**src/rtl/mult_seq_unsigned_dmr.sv**
```systemverilog
// Sequential radix-2 shift-add unsigned multiplier with optional shadow datapath
// (dual modular redundancy) for fault detection.
// Ports:
//   clk, rst_n             : clock, asynchronous active-low reset
//   in_valid/in_ready, a, b: operand handshake (sampled only at acceptance)
//   out_valid/out_ready    : product handshake; product held under back-pressure
//   product                : a*b, 2*WIDTH bits
//   fault                  : primary/shadow mismatch seen during this operation
//   fault_sticky/fault_clr : latched fault history and its synchronous clear
//   busy                   : operation in progress (RUN or DONE)
module mult_seq_unsigned_dmr #(
    parameter int unsigned WIDTH    = 4,
    parameter bit          CHECK_EN = 1'b1
) (
    input  logic                 clk,
    input  logic                 rst_n,
    input  logic                 in_valid,
    output logic                 in_ready,
    input  logic [WIDTH-1:0]     a,
    input  logic [WIDTH-1:0]     b,
    output logic                 out_valid,
    input  logic                 out_ready,
    output logic [2*WIDTH-1:0]   product,
    output logic                 fault,
    output logic                 fault_sticky,
    input  logic                 fault_clr,
    output logic                 busy
);

    localparam int unsigned PW = 2 * WIDTH;
    localparam int unsigned CW = (WIDTH > 2) ? $clog2(WIDTH) : 1;

    localparam logic [1:0] S_IDLE = 2'd0;
    localparam logic [1:0] S_RUN  = 2'd1;
    localparam logic [1:0] S_DONE = 2'd2;

    logic [1:0]    state_q, state_d;
    logic [PW-1:0] mcand_q, mcand_d;
    logic [WIDTH-1:0] mplr_q, mplr_d;
    logic [PW-1:0] acc_q, acc_d;
    logic [CW-1:0] cnt_q, cnt_d;

    logic          in_ready_q, in_ready_d;
    logic          out_valid_q, out_valid_d;
    logic          busy_q, busy_d;
    logic [PW-1:0] product_q, product_d;
    logic          op_fault_q, op_fault_d;
    logic          fault_q, fault_d;
    logic          sticky_q, sticky_d;

    logic          accept_c;
    logic          illegal_c;
    logic          mismatch_c;

    (* keep = "true" *) logic [PW-1:0]    s_mcand_q;
    (* keep = "true" *) logic [WIDTH-1:0] s_mplr_q;
    (* keep = "true" *) logic [PW-1:0]    s_acc_q;
    (* keep = "true" *) logic [CW-1:0]    s_cnt_q;
    logic [PW-1:0]    s_mcand_d;
    logic [WIDTH-1:0] s_mplr_d;
    logic [PW-1:0]    s_acc_d;
    logic [CW-1:0]    s_cnt_d;

    // Primary FSM and datapath next-state
    always_comb begin
        state_d   = state_q;
        mcand_d   = mcand_q;
        mplr_d    = mplr_q;
        acc_d     = acc_q;
        cnt_d     = cnt_q;
        accept_c  = 1'b0;
        illegal_c = 1'b0;
        case (state_q)
            S_IDLE: begin
                if (in_valid) begin
                    accept_c = 1'b1;
                    mcand_d  = PW'(a);
                    mplr_d   = b;
                    acc_d    = '0;
                    cnt_d    = '0;
                    state_d  = S_RUN;
                end
            end
            S_RUN: begin
                if (mplr_q[0]) begin
                    acc_d = acc_q + mcand_q;
                end
                mcand_d = mcand_q << 1;
                mplr_d  = mplr_q >> 1;
                cnt_d   = cnt_q + CW'(1);
                // Fixed WIDTH iterations keeps latency data-independent
                if (cnt_q == CW'(WIDTH - 1)) begin
                    state_d = S_DONE;
                end
            end
            S_DONE: begin
                if (out_ready) begin
                    state_d = S_IDLE;
                end
            end
            default: begin
                state_d   = S_IDLE;
                illegal_c = 1'b1;
            end
        endcase
    end

    // Shadow datapath shares control but keeps its own state
    generate
        if (CHECK_EN) begin : g_shadow
            always_comb begin
                s_mcand_d = s_mcand_q;
                s_mplr_d  = s_mplr_q;
                s_acc_d   = s_acc_q;
                s_cnt_d   = s_cnt_q;
                if (accept_c) begin
                    s_mcand_d = PW'(a);
                    s_mplr_d  = b;
                    s_acc_d   = '0;
                    s_cnt_d   = '0;
                end else if (state_q == S_RUN) begin
                    if (s_mplr_q[0]) begin
                        s_acc_d = s_acc_q + s_mcand_q;
                    end
                    s_mcand_d = s_mcand_q << 1;
                    s_mplr_d  = s_mplr_q >> 1;
                    s_cnt_d   = s_cnt_q + CW'(1);
                end
            end

            always_ff @(posedge clk or negedge rst_n) begin
                if (!rst_n) begin
                    s_mcand_q <= '0;
                    s_mplr_q  <= '0;
                    s_acc_q   <= '0;
                    s_cnt_q   <= '0;
                end else begin
                    s_mcand_q <= s_mcand_d;
                    s_mplr_q  <= s_mplr_d;
                    s_acc_q   <= s_acc_d;
                    s_cnt_q   <= s_cnt_d;
                end
            end
        end else begin : g_no_shadow
            assign s_mcand_q = '0;
            assign s_mplr_q  = '0;
            assign s_acc_q   = '0;
            assign s_cnt_q   = '0;
            assign s_mcand_d = '0;
            assign s_mplr_d  = '0;
            assign s_acc_d   = '0;
            assign s_cnt_d   = '0;
        end
    endgenerate

    // Compare current and next state in RUN; the next-state compare on the
    // final iteration covers the DONE entry before out_valid rises.
    always_comb begin
        mismatch_c = 1'b0;
        if (CHECK_EN && (state_q == S_RUN)) begin
            mismatch_c = (mcand_q != s_mcand_q) || (mplr_q != s_mplr_q) ||
                         (acc_q   != s_acc_q)   || (cnt_q  != s_cnt_q)  ||
                         (mcand_d != s_mcand_d) || (mplr_d != s_mplr_d) ||
                         (acc_d   != s_acc_d)   || (cnt_d  != s_cnt_d);
        end
    end

    // Registered outputs and fault bookkeeping
    always_comb begin
        in_ready_d  = (state_d == S_IDLE);
        out_valid_d = (state_d == S_DONE);
        busy_d      = (state_d == S_RUN) || (state_d == S_DONE);
        product_d   = product_q;
        if ((state_q == S_RUN) && (state_d == S_DONE)) begin
            product_d = acc_d;
        end
        op_fault_d = accept_c ? 1'b0 : (op_fault_q | mismatch_c);
        fault_d    = (state_d == S_DONE) ? op_fault_d : 1'b0;
        // Set has priority over clear
        sticky_d   = mismatch_c | illegal_c | (sticky_q & ~fault_clr);
    end

    always_ff @(posedge clk or negedge rst_n) begin
        if (!rst_n) begin
            state_q     <= S_IDLE;
            mcand_q     <= '0;
            mplr_q      <= '0;
            acc_q       <= '0;
            cnt_q       <= '0;
            in_ready_q  <= 1'b1;
            out_valid_q <= 1'b0;
            busy_q      <= 1'b0;
            product_q   <= '0;
            op_fault_q  <= 1'b0;
            fault_q     <= 1'b0;
            sticky_q    <= 1'b0;
        end else begin
            state_q     <= state_d;
            mcand_q     <= mcand_d;
            mplr_q      <= mplr_d;
            acc_q       <= acc_d;
            cnt_q       <= cnt_d;
            in_ready_q  <= in_ready_d;
            out_valid_q <= out_valid_d;
            busy_q      <= busy_d;
            product_q   <= product_d;
            op_fault_q  <= op_fault_d;
            fault_q     <= fault_d;
            sticky_q    <= sticky_d;
        end
    end

    assign in_ready     = in_ready_q;
    assign out_valid    = out_valid_q;
    assign busy         = busy_q;
    assign product      = product_q;
    assign fault        = fault_q;
    assign fault_sticky = sticky_q;

endmodule
```
**config.mk**
```make
export PLATFORM = sky130hd
export DESIGN_NAME = mult_seq_unsigned_dmr
export DESIGN_NICKNAME = d
export VERILOG_FILES = /design/src/rtl/mult_seq_unsigned_dmr.sv
export SDC_FILE = /design/constraint.sdc
export NUM_CORES = 1
export LEC_CHECK = 0
export CORE_AREA = 5 5 105 107
export CTS_CLUSTER_SIZE = 24
export DETAILED_ROUTE_END_ITERATION = 12
export DIE_AREA = 0 0 110 112
export HOLD_SLACK_MARGIN = 0.1
export PLACE_DENSITY_LB_ADDON = 0.3
export SYNTH_ARGS = -nofsm -noshare
export SYNTH_HDL_FRONTEND = slang
export SYNTH_SLANG_ARGS = --single-unit
export TNS_END_PERCENT = 30
```
**constraint.sdc**
```tcl
create_clock -name clk -period 3.8 [get_ports clk]
set_clock_uncertainty 0.2 [all_clocks]
set_input_delay 1.14 -clock clk [delete_from_list [all_inputs] [get_ports clk]]
set_output_delay 1.14 -clock clk [all_outputs]
set_load 0.02 [all_outputs]
```
==> results of run 1 <==
-- worst min-delay path: cells and delay by family, from the launching register on --
kind | cells | cell delay [ns]
AO/OA/AOI/OAI | 1 | 0.06
flip-flops | 1 | 0.34
AND/OR/NAND/NOR | 1 | 0.05
-- through the flow --
stage | cells | cell area (um^2) | setup slack (ns)
2_1_floorplan | 356 | 3530 | 0.783
3_3_place_gp | 514 | 3970 | 0.0977
3_5_place_dp | 514 | 3970 | 0.0452
4_1_cts | 530 | 4160 | 0.437
5_1_grt | 530 | 4160 | 0.268
6_report | 530 | 4160 | 0.442
-- worst max-delay path by stage --
stage                  start  cells after the start    end
floorplan           in_valid                      8  fault
global placement    in_valid                      9  fault
detailed placement  in_valid                      9  fault
CTS                 in_valid                      9  fault
global route        in_valid                      9  fault
finish              in_valid                      9  fault
-- kinds of logic after synthesis --
logic type	after synthesis
buffers and inverters	30
multiplexers	8
XOR/XNOR	42
AO/OA/AOI/OAI	97
AND/OR/NAND/NOR	100
flip-flops	60
adder cells (fa/ha/maj)	19
-- flip-flops by register name (all words and copies together), names as in the netlist --
| register | flops |
|---|---|
| in_ready | 1 |
| cnt_q | 2 |
| out_valid | 1 |
| state_q | 2 |
| acc_q | 8 |
| s_cnt_q | 2 |
| fault_sticky | 1 |
| mplr_q | 4 |
| s_acc_q | 8 |
| busy | 1 |
| s_mcand_q | 8 |
| mcand_q | 8 |
| op_fault_q | 1 |
| fault | 1 |
| s_mplr_q | 4 |
| product | 8 |
-- final cells by class --
class | instances | area, um^2
fill | 1011 | 5880
timing repair buffer | 37 | 348
clock inverter | 7 | 67.6
inverter | 15 | 56.3
clock buffer | 9 | 124
multi-input combinational | 266 | 1900
sequential | 60 | 1500
tap | 136 | 170
-- layer usage --
layer  up-vias  wire length (um)  share of wire (%)  global-route usage, %
li1       1348                 -                  -                      -
met1      1351              3960                 46                   19.7
met2        62              4160                 48                   24.5
met3        16               387                4.5                   4.00
met4         0               186                2.1                   5.49
met5         -                 0                  0                      0
-- where the power goes --
part,internal [mW],switching (mW)
Sequential,0.883,0.307
Combinational,0.800,0.956
Clock,0.299,0.276
Total,1.98,1.54
-- placed cells by master (no fill, tap or decap), drive strengths merged, types with 10 or more instances in the layout --
| cell type | instances |
|---|---|
| dfrtp | 59 |
| nand2 | 36 |
| o21ai | 32 |
| xor2 | 24 |
| clkdlybuf4s50 | 24 |
| xnor2 | 18 |
| ha | 17 |
| a21oi | 16 |
| a22o | 15 |
| inv | 15 |
| buf | 13 |
| nand3 | 11 |
| a22oi | 10 |
| nor2 | 10 |
==> impl_results.rst, run 1 <==
.. list-table::
   :header-rows: 1

   * - Metric
     - Value
   * - Standard-cell row count
     - 37
   * - # hold bufs at CTS
     - 0
   * - Core Box Area
     - 10000 um^2
   * - Avg Synthesized Cell Area
     - about 9.9 um^2
   * - Clk_lat worst skew
     - approximately 0.35 ns
   * - Depth of the most critical reg-to-reg path
     - 10
   * - Full die area
     - 12300 um^2
   * - Max-Slew Margin vs Limit
     - 48.2%
   * - Fraction of the core area covered by cells at the end of the flow
     - between 40% and 50%
   * - Pwr dens
     - 845 nW/um^2
   * - Max Cap Viol
     - 0
   * - Commonest register cell after synthesis
     - dfrtp_1
   * - Clock root buffer master
     - clkbuf_8
   * - First-pass detailed-route iteration total
     - 4
   * - Biggest area contributors in the synthesized netlist
     - dfrtp_1, ha_1, xor2_1
   * - Hold endpoint
     - product[5]
   * - Final Cycle Share
     - 88.4%
   * - Timing-limited maximum frequency
     - 298 MHz
   * - Xor/xnor share of the synthesized area
     - 10.6%
   * - Synth Area in Adders
     - approximately 7.2%
   * - Gate Count Post-Synth
     - 356
   * - Setup_tns
     - 0 ns
   * - Worst-path maximum fanout
     - 6
   * - Unrepaired setup endpoints after global routing
     - no
   * - Post-layout min period
     - 3.36 ns
   * - Sequence of cells on the critical path
     - clkdlybuf4s50_1 -> and2b_1 -> nand2_2 -> a311o_1 -> or3_4 -> xnor2_2 -> o21ai_1 -> nor4_2 -> o21ai_1
   * - Final hold violation count
     - 0
   * - Fraction of synthesis flops using an asynchronous set or reset pin
     - 100%
   * - Complex-gate fraction of the synthesized area
     - 18.4%
   * - Critical Path Most Common Cell
     - o21ai_1
   * - Leading cell types by count after synthesis
     - dfrtp_1, nand2_1, o21ai_0
   * - Layout overhead on the synthesized area
     - 18.1%
   * - Register-to-register setup slack
     - 0.50 ns
   * - Number of cells on the worst hold path
     - 2
   * - Fraction of final layout cells sized beyond drive strength 1
     - 10.4%
   * - DP HPWL
     - about 6300 um
   * - Leading cell type by number of instances after synthesis
     - dfrtp_1
   * - Layout net count
     - approximately 420
   * - Final WL
     - 8690 um
   * - Worst path required time
     - 3.83 ns
   * - Overflow left after global routing
     - 0
   * - Inserted Clock Buffers
     - 9
   * - Boundary pin count
     - 26
   * - Starting DRT DRC Count
     - between 100 and 150
   * - Maximum number of pins on one net before global-route repair
     - 61
   * - PnR Total Power
     - around 3.5 mW
   * - Startpoint of the lowest-slack register-to-register path
     - s_mcand_q[0]
   * - Capturing point of the worst reg2reg path
     - fault
   * - CTS HTree Levels
     - 3
   * - Class of the most critical setup path
     - primary input to register
   * - CP endpoint kind
     - register
   * - Classification of the worst-slack hold path
     - register to register
   * - Yosys top cell by area
     - dfrtp_1
   * - Combinational family with the most area after synthesis
     - compound AO/OA/AOI/OAI gates
   * - Final routed DRC violation total
     - 0
   * - Unique masters post-synth
     - 53
   * - Sequential share of the synthesized area
     - 42.6%
   * - Effective utilization at floorplan
     - 35.1%
   * - Total routing resource utilization after global routing
     - 15.3%
   * - Multiplexer fraction of the synthesized cell area
     - around 2.4%
   * - Number of antenna violations at the first check in global routing
     - 0
   * - Number of vias in the routed layout
     - 2777
   * - Simple-gate share of the synthesized area
     - 15.0%
   * - Worst path top cell family by delay
     - simple AND/OR/NAND/NOR gates
   * - Setup repair bufs after CTS
     - 0
   * - Number of resized instances in the post-cts repair step
     - 0
   * - Routed Antenna Nets
     - 0
   * - Worst hold path startpoint
     - product[5]
   * - Post-synth design cell area
     - 3530 um^2
   * - Number of storage elements in the synthesis netlist
     - 60
   * - Result of the run
     - finished, final reports clean
   * - Max stage delay on crit path
     - 0.48 ns
   * - Number of clock sinks
     - 60
   * - Number of global-route vias before repair
     - around 2900
   * - Number of buffer and inverter stages on the critical path
     - 1
   * - Vias per std cell
     - approximately 5.2
   * - Yosys Warn Count
     - 0
   * - Wire length per cell
     - 16.4 um
   * - X dimension of the die
     - 110 um
   * - Crit path max-delay cell type
     - clkdlybuf4s50_1
   * - Final setup violation count
     - 0
   * - Slew @ Worst Pin
     - about 0.78 ns
   * - Worst vdd ir
     - 0.410 mV
   * - Endpoint arrival time on the critical path
     - ~3.4 ns
   * - Synthesized Nets
     - 388
   * - Port buffer count
     - 25
   * - Post-synth EDFFs
     - 0
   * - Sort of element at the start of the critical path
     - primary input
   * - Post-synth top area share
     - about two fifths
   * - Leakage Power
     - 1.94 nW
   * - Die Height
     - 112 um
   * - CTS tree
     - yes
   * - Diodes inserted
     - 0
   * - Maximum buffer depth of the clock tree
     - 2
   * - Final slew viol count
     - 0
   * - Hold slack final
     - roughly 0.28 ns
   * - Wire length of the first global-routing pass
     - 14500 um
   * - Clock slew seen by the registers of the worst setup and hold paths
     - 0.07 ns
   * - Placer congestion estimate
     - roughly 0.83
(Power assumes the default switching activity.)
==> run 2, diff against run 1 <==
--- a/config.mk
+++ b/config.mk
@@ -5,6 +5,7 @@
 export SDC_FILE = /design/constraint.sdc
 export NUM_CORES = 1
 export LEC_CHECK = 0
+export ABC_CLOCK_PERIOD_IN_PS = 3800
 export CORE_AREA = 5 5 105 107
 export CTS_CLUSTER_SIZE = 24
 export DETAILED_ROUTE_END_ITERATION = 12
==> results of run 2 <==
Same layout as run 1: the final DEF is identical, and so are final timing and power.
==> run 3, diff against run 2 <==
--- a/config.mk
+++ b/config.mk
@@ -11,7 +11,7 @@
 export DETAILED_ROUTE_END_ITERATION = 12
 export DIE_AREA = 0 0 110 112
 export HOLD_SLACK_MARGIN = 0.1
-export PLACE_DENSITY_LB_ADDON = 0.3
+export PLACE_DENSITY = 0.63
 export SYNTH_ARGS = -nofsm -noshare
 export SYNTH_HDL_FRONTEND = slang
 export SYNTH_SLANG_ARGS = --single-unit
==> run 3 against run 2 <==
Power up 1.7%. Final cell count up 0.19%. First-iteration DRC count grew 3.8%. Die area unchanged. Global-route usage fell by 0.20 points.
==> impl_results.rst, run 3 (synthesis results as in run 1) <==
.. list-table::
   :header-rows: 1

   * - Metric
     - Value
   * - Max Cap Viol
     - 0
   * - Layout net count
     - 422
   * - Routed Antenna Nets
     - 0
   * - Post-layout min period
     - around 3.4 ns
   * - Layout overhead on the synthesized area
     - 19.1%
   * - # hold bufs at CTS
     - 0
   * - Depth of the most critical reg-to-reg path
     - 10
   * - Number of resized instances in the post-cts repair step
     - 0
   * - Wire length per cell
     - 16.4 um
   * - Hold endpoint
     - product[6]
   * - Clock root buffer master
     - clkbuf_8
   * - Commonest cells after routing, fill and taps aside
     - dfrtp_1, nand2_1, o21ai_0
   * - Core Box Area
     - roughly 10000 um^2
   * - Number of vias in the routed layout
     - 2787
   * - Register-to-register setup slack
     - about 0.43 ns
   * - Capturing point of the worst reg2reg path
     - fault
   * - Pwr dens
     - 853 nW/um^2
   * - Fraction of final layout cells sized beyond drive strength 1
     - 10.1%
   * - Class of the most critical setup path
     - primary input to register
   * - CTS tree
     - yes
   * - First-pass detailed-route iteration total
     - 4
   * - Placer congestion estimate
     - 0.906
   * - DP HPWL
     - 6460 um
   * - Wire length of the first global-routing pass
     - 14400 um
   * - Port buffer count
     - 25
   * - Effective utilization at floorplan
     - 35.1%
   * - Number of clock sinks
     - 60
   * - CTS HTree Levels
     - 3
   * - Number of cells on the worst hold path
     - 2
   * - Max-Slew Margin vs Limit
     - 50.3%
   * - Sort of element at the start of the critical path
     - primary input
   * - Timing-limited maximum frequency
     - around 300 MHz
   * - Setup_tns
     - 0 ns
   * - Final WL
     - 8690 um
   * - Startpoint of the lowest-slack register-to-register path
     - s_mcand_q[0]
   * - PnR Total Power
     - 3.58 mW
   * - Endpoint arrival time on the critical path
     - 3.41 ns
   * - Die Height
     - 112 um
   * - Maximum number of pins on one net before global-route repair
     - 33
   * - X dimension of the die
     - 110 um
   * - Clk_lat worst skew
     - 0.35 ns
   * - Filler Cells Inserted
     - 984
   * - Result of the run
     - finished, final reports clean
   * - Worst-path maximum fanout
     - 5
   * - Worst path required time
     - roughly 3.8 ns
   * - Post-layout worst setup margin
     - 0.416 ns
   * - Overflow left after global routing
     - 0
   * - Pre-CTS WS
     - 0.0639 ns
   * - Final slew viol count
     - 0
   * - Maximum buffer depth of the clock tree
     - 2
   * - Final setup violation count
     - 0
   * - CP endpoint kind
     - register
   * - Slew @ Worst Pin
     - 0.745 ns
   * - Setup repair bufs after CTS
     - 0
   * - Number of antenna violations at the first check in global routing
     - 0
   * - Clock slew seen by the registers of the worst setup and hold paths
     - 0.07 ns
   * - Diodes inserted
     - 0
   * - Final Cycle Share
     - between 80% and 90%
   * - Final hold violation count
     - 0
   * - Most frequent standard cell in the layout excluding fill and tap cells
     - dfrtp_1
   * - Starting DRT DRC Count
     - 138
   * - Worst hold path startpoint
     - product[6]
   * - Worst vdd ir
     - 0.366 mV
   * - Vias per std cell
     - 5.25
   * - Total routing resource utilization after global routing
     - about 15%
   * - Standard-cell row count
     - 37
   * - Unrepaired setup endpoints after global routing
     - no
   * - Classification of the worst-slack hold path
     - register to register
   * - Boundary pin count
     - 26
   * - Full die area
     - 12300 um^2
   * - Inserted Clock Buffers
     - 9
   * - Final routed DRC violation total
     - 0
   * - Number of global-route vias before repair
     - 2795
   * - Number of cells in the design after placement
     - 515
   * - Non-filler instance count after layout
     - 531
   * - Leakage Power
     - just under 2 nW
run 3: area by class of cell:
class	instances	area (um^2)	share of cell area, %
clock buffers	12	145	3.46
clock inverters	4	72.6	1.73
inverters	15	56.3	1.34
multi-input cells	266	1900	45.2
flip-flops and latches	60	1500	35.8
well taps	136	170	4.05
repair buffers	38	355	8.46
run 3: stage by stage:
stage	util (%)	cell area [um^2]	hold slack, ns
after floorplan	-	3530	0.256
after global placement	39.6	3980	0.267
after detailed placement	39.6	3980	0.274
after CTS	41.8	4200	0.290
after global routing	41.8	4200	0.339
final	41.8	4200	0.284
run 3: how the worst max path moves through the flow:
stage | end | from | slack (ns) | cells after the start
CTS | fault | in_valid | 0.45 | 9
global placement | fault | in_valid | 0.15 | 9
detailed placement | fault | in_valid | 0.06 | 9
floorplan | fault | in_valid | 0.78 | 8
global route | fault | s_mcand_q[0] | 0.33 | 10
finish | fault | in_valid | 0.42 | 9
run 3: critical path, cell delays in order:
cell,delay (ns)
clkdlybuf4s50_1,0.47
and2b_1,0.21
nand2_2,0.13
a311o_1,0.37
or3_4,0.36
xnor2_2,0.13
o21ai_1,0.09
nor4_2,0.39
o21ai_1,0.12
run 3: power by group:
| part | internal [mW] | total [mW] | switching (mW) | leakage, nW |
|---|---|---|---|---|
| registers | 0.884 | 1.17 | 0.282 | 0.782 |
| clock network | 0.387 | 0.645 | 0.258 | 0.107 |
| logic | 0.792 | 1.77 | 0.978 | 1.07 |
| total | 2.06 | 3.58 | 1.52 | 1.96 |
run 3: per-layer routing:
layer  global-route usage, %  vias to the layer above  routed length [um]
li1                        -                     1336                   -
met1                    19.9                     1372                3880
met2                    24.2                       66                4310
met3                    3.88                       13                 380
met4                    4.49                        0                 121
met5                       0                        -                   0
==> patch (config.mk and constraints of run 1) <==
Change the parameter `CHECK_EN` from 1'b1 to 1'b0.
--- a/src/rtl/mult_seq_unsigned_dmr.sv
+++ b/src/rtl/mult_seq_unsigned_dmr.sv
@@ -12,3 +12,3 @@
     parameter int unsigned WIDTH    = 4,
-    parameter bit          CHECK_EN = 1'b1
+    parameter bit          CHECK_EN = 1'b0
 ) (
Formal check against the unedited RTL: same outputs for any inputs over 10 cycles, from zero or initial values and one cycle with rst_n low; that may be too few to reach the edited logic, so the function may still have changed.
==> patch against run 1 <==
- utilization shrank 18 points
- sequential cell count shrank 22
- total power shrank 49%
- final area shrank 43%
- setup slack gained 340 ps
- critical path type unchanged
- synthesized cell count shrank 53%
- sequential share of layout area grew 4.0 points
- highest routed layer unchanged
- wire length shrank 53%
- combinational power shrank 61%
- synthesized area shrank 48%
- register-to-register slack gained 870 ps
- count of clock-buffer cells in the layout shrank 4
==> patch: results (changes against run 1) <==
status complete, no violations (unchanged); fraction of layout cells with a size suffix above 1 10.3% (was 10.4%); crit-path max FO 9 (was 6); Layout Cells excl Fill 331 (was 530); Layout fillers 1088 (was 1011); Total Nets Final 218 (was 421); routing usage on met1 9.48% (was 19.7%); GRT Overall Usage 7.33% (was 15.3%); Sw Ratio 36.2% (was 43.7%); Worst-Margin Slew 864 ps (was 777 ps); Internal Power 1.14 mW (was 1.98 mW); Max H-tree Level 2 (was 3); hpwl dp 3010 um (was 6300 um); DR WL met3 165 um (was 387 um); largest net degree at the start of global routing 39 (was 61); RePlAce Congestion 0.716 (was 0.829); hold_sp mplr_q[1]$_DFFE_PN0P_ (was product[5]$_DFFE_PN0P_); Flop pwr share 37.9% (was 33.8%); first-pass GRT wire length 7080 um (was 14500 um); number of global-route vias before repair 1422 (was 2910); global routing usage on met2 11.6% (was 24.5%); worst-case reg-to-reg path depth 5 (was 10); VDD IR-drop max 184 uV (was 410 uV); CP max stage cell or4_1 (was clkdlybuf4s50_1); Clock group 422 uW (was 575 uW); Placed Cells 323 (was 514); starting DRC count in detailed routing 92 (was 133); worst skew pair latency 290 ps (was 350 ps); total CTS buffers 5 (was 9); cell count after synthesis 166 (was 356); syn_nets 190 (was 388); via/cell ratio 4.01 (was 5.24); GR Util met3 1.68% (was 4.00%)
-- patch: final cells by class --
class                      instances  share of cell area [%]
timing repair buffer              27                    11.0
tap                              136                    7.17
clock inverter                     3                    2.90
multi-input combinational        113                    34.6
inverter                           9                    1.42
sequential                        38                    40.1
clock buffer                       5                    2.90
-- patch: metrics by stage --
stage	cell area (um2)	setup slack (ps)
CTS	2370	714
global placement	2240	407
finish	2370	780
floorplan	1840	1070
detailed placement	2240	407
global route	2370	563
-- patch: path summary, 6_finish.rpt --
kind | end | slack (ps)
worst max-delay path | product[6]$_DFFE_PN0P_ | 780
worst min-delay path | mplr_q[1]$_DFFE_PN0P_ | 290
worst max register to register | product[2]$_DFFE_PN0P_ | 1370
worst min register to register | mplr_q[1]$_DFFE_PN0P_ | 290
max in group asynchronous | product[3]$_DFFE_PN0P_ | 2090
min in group asynchronous | acc_q[6]$_DFF_PN0_ | 750
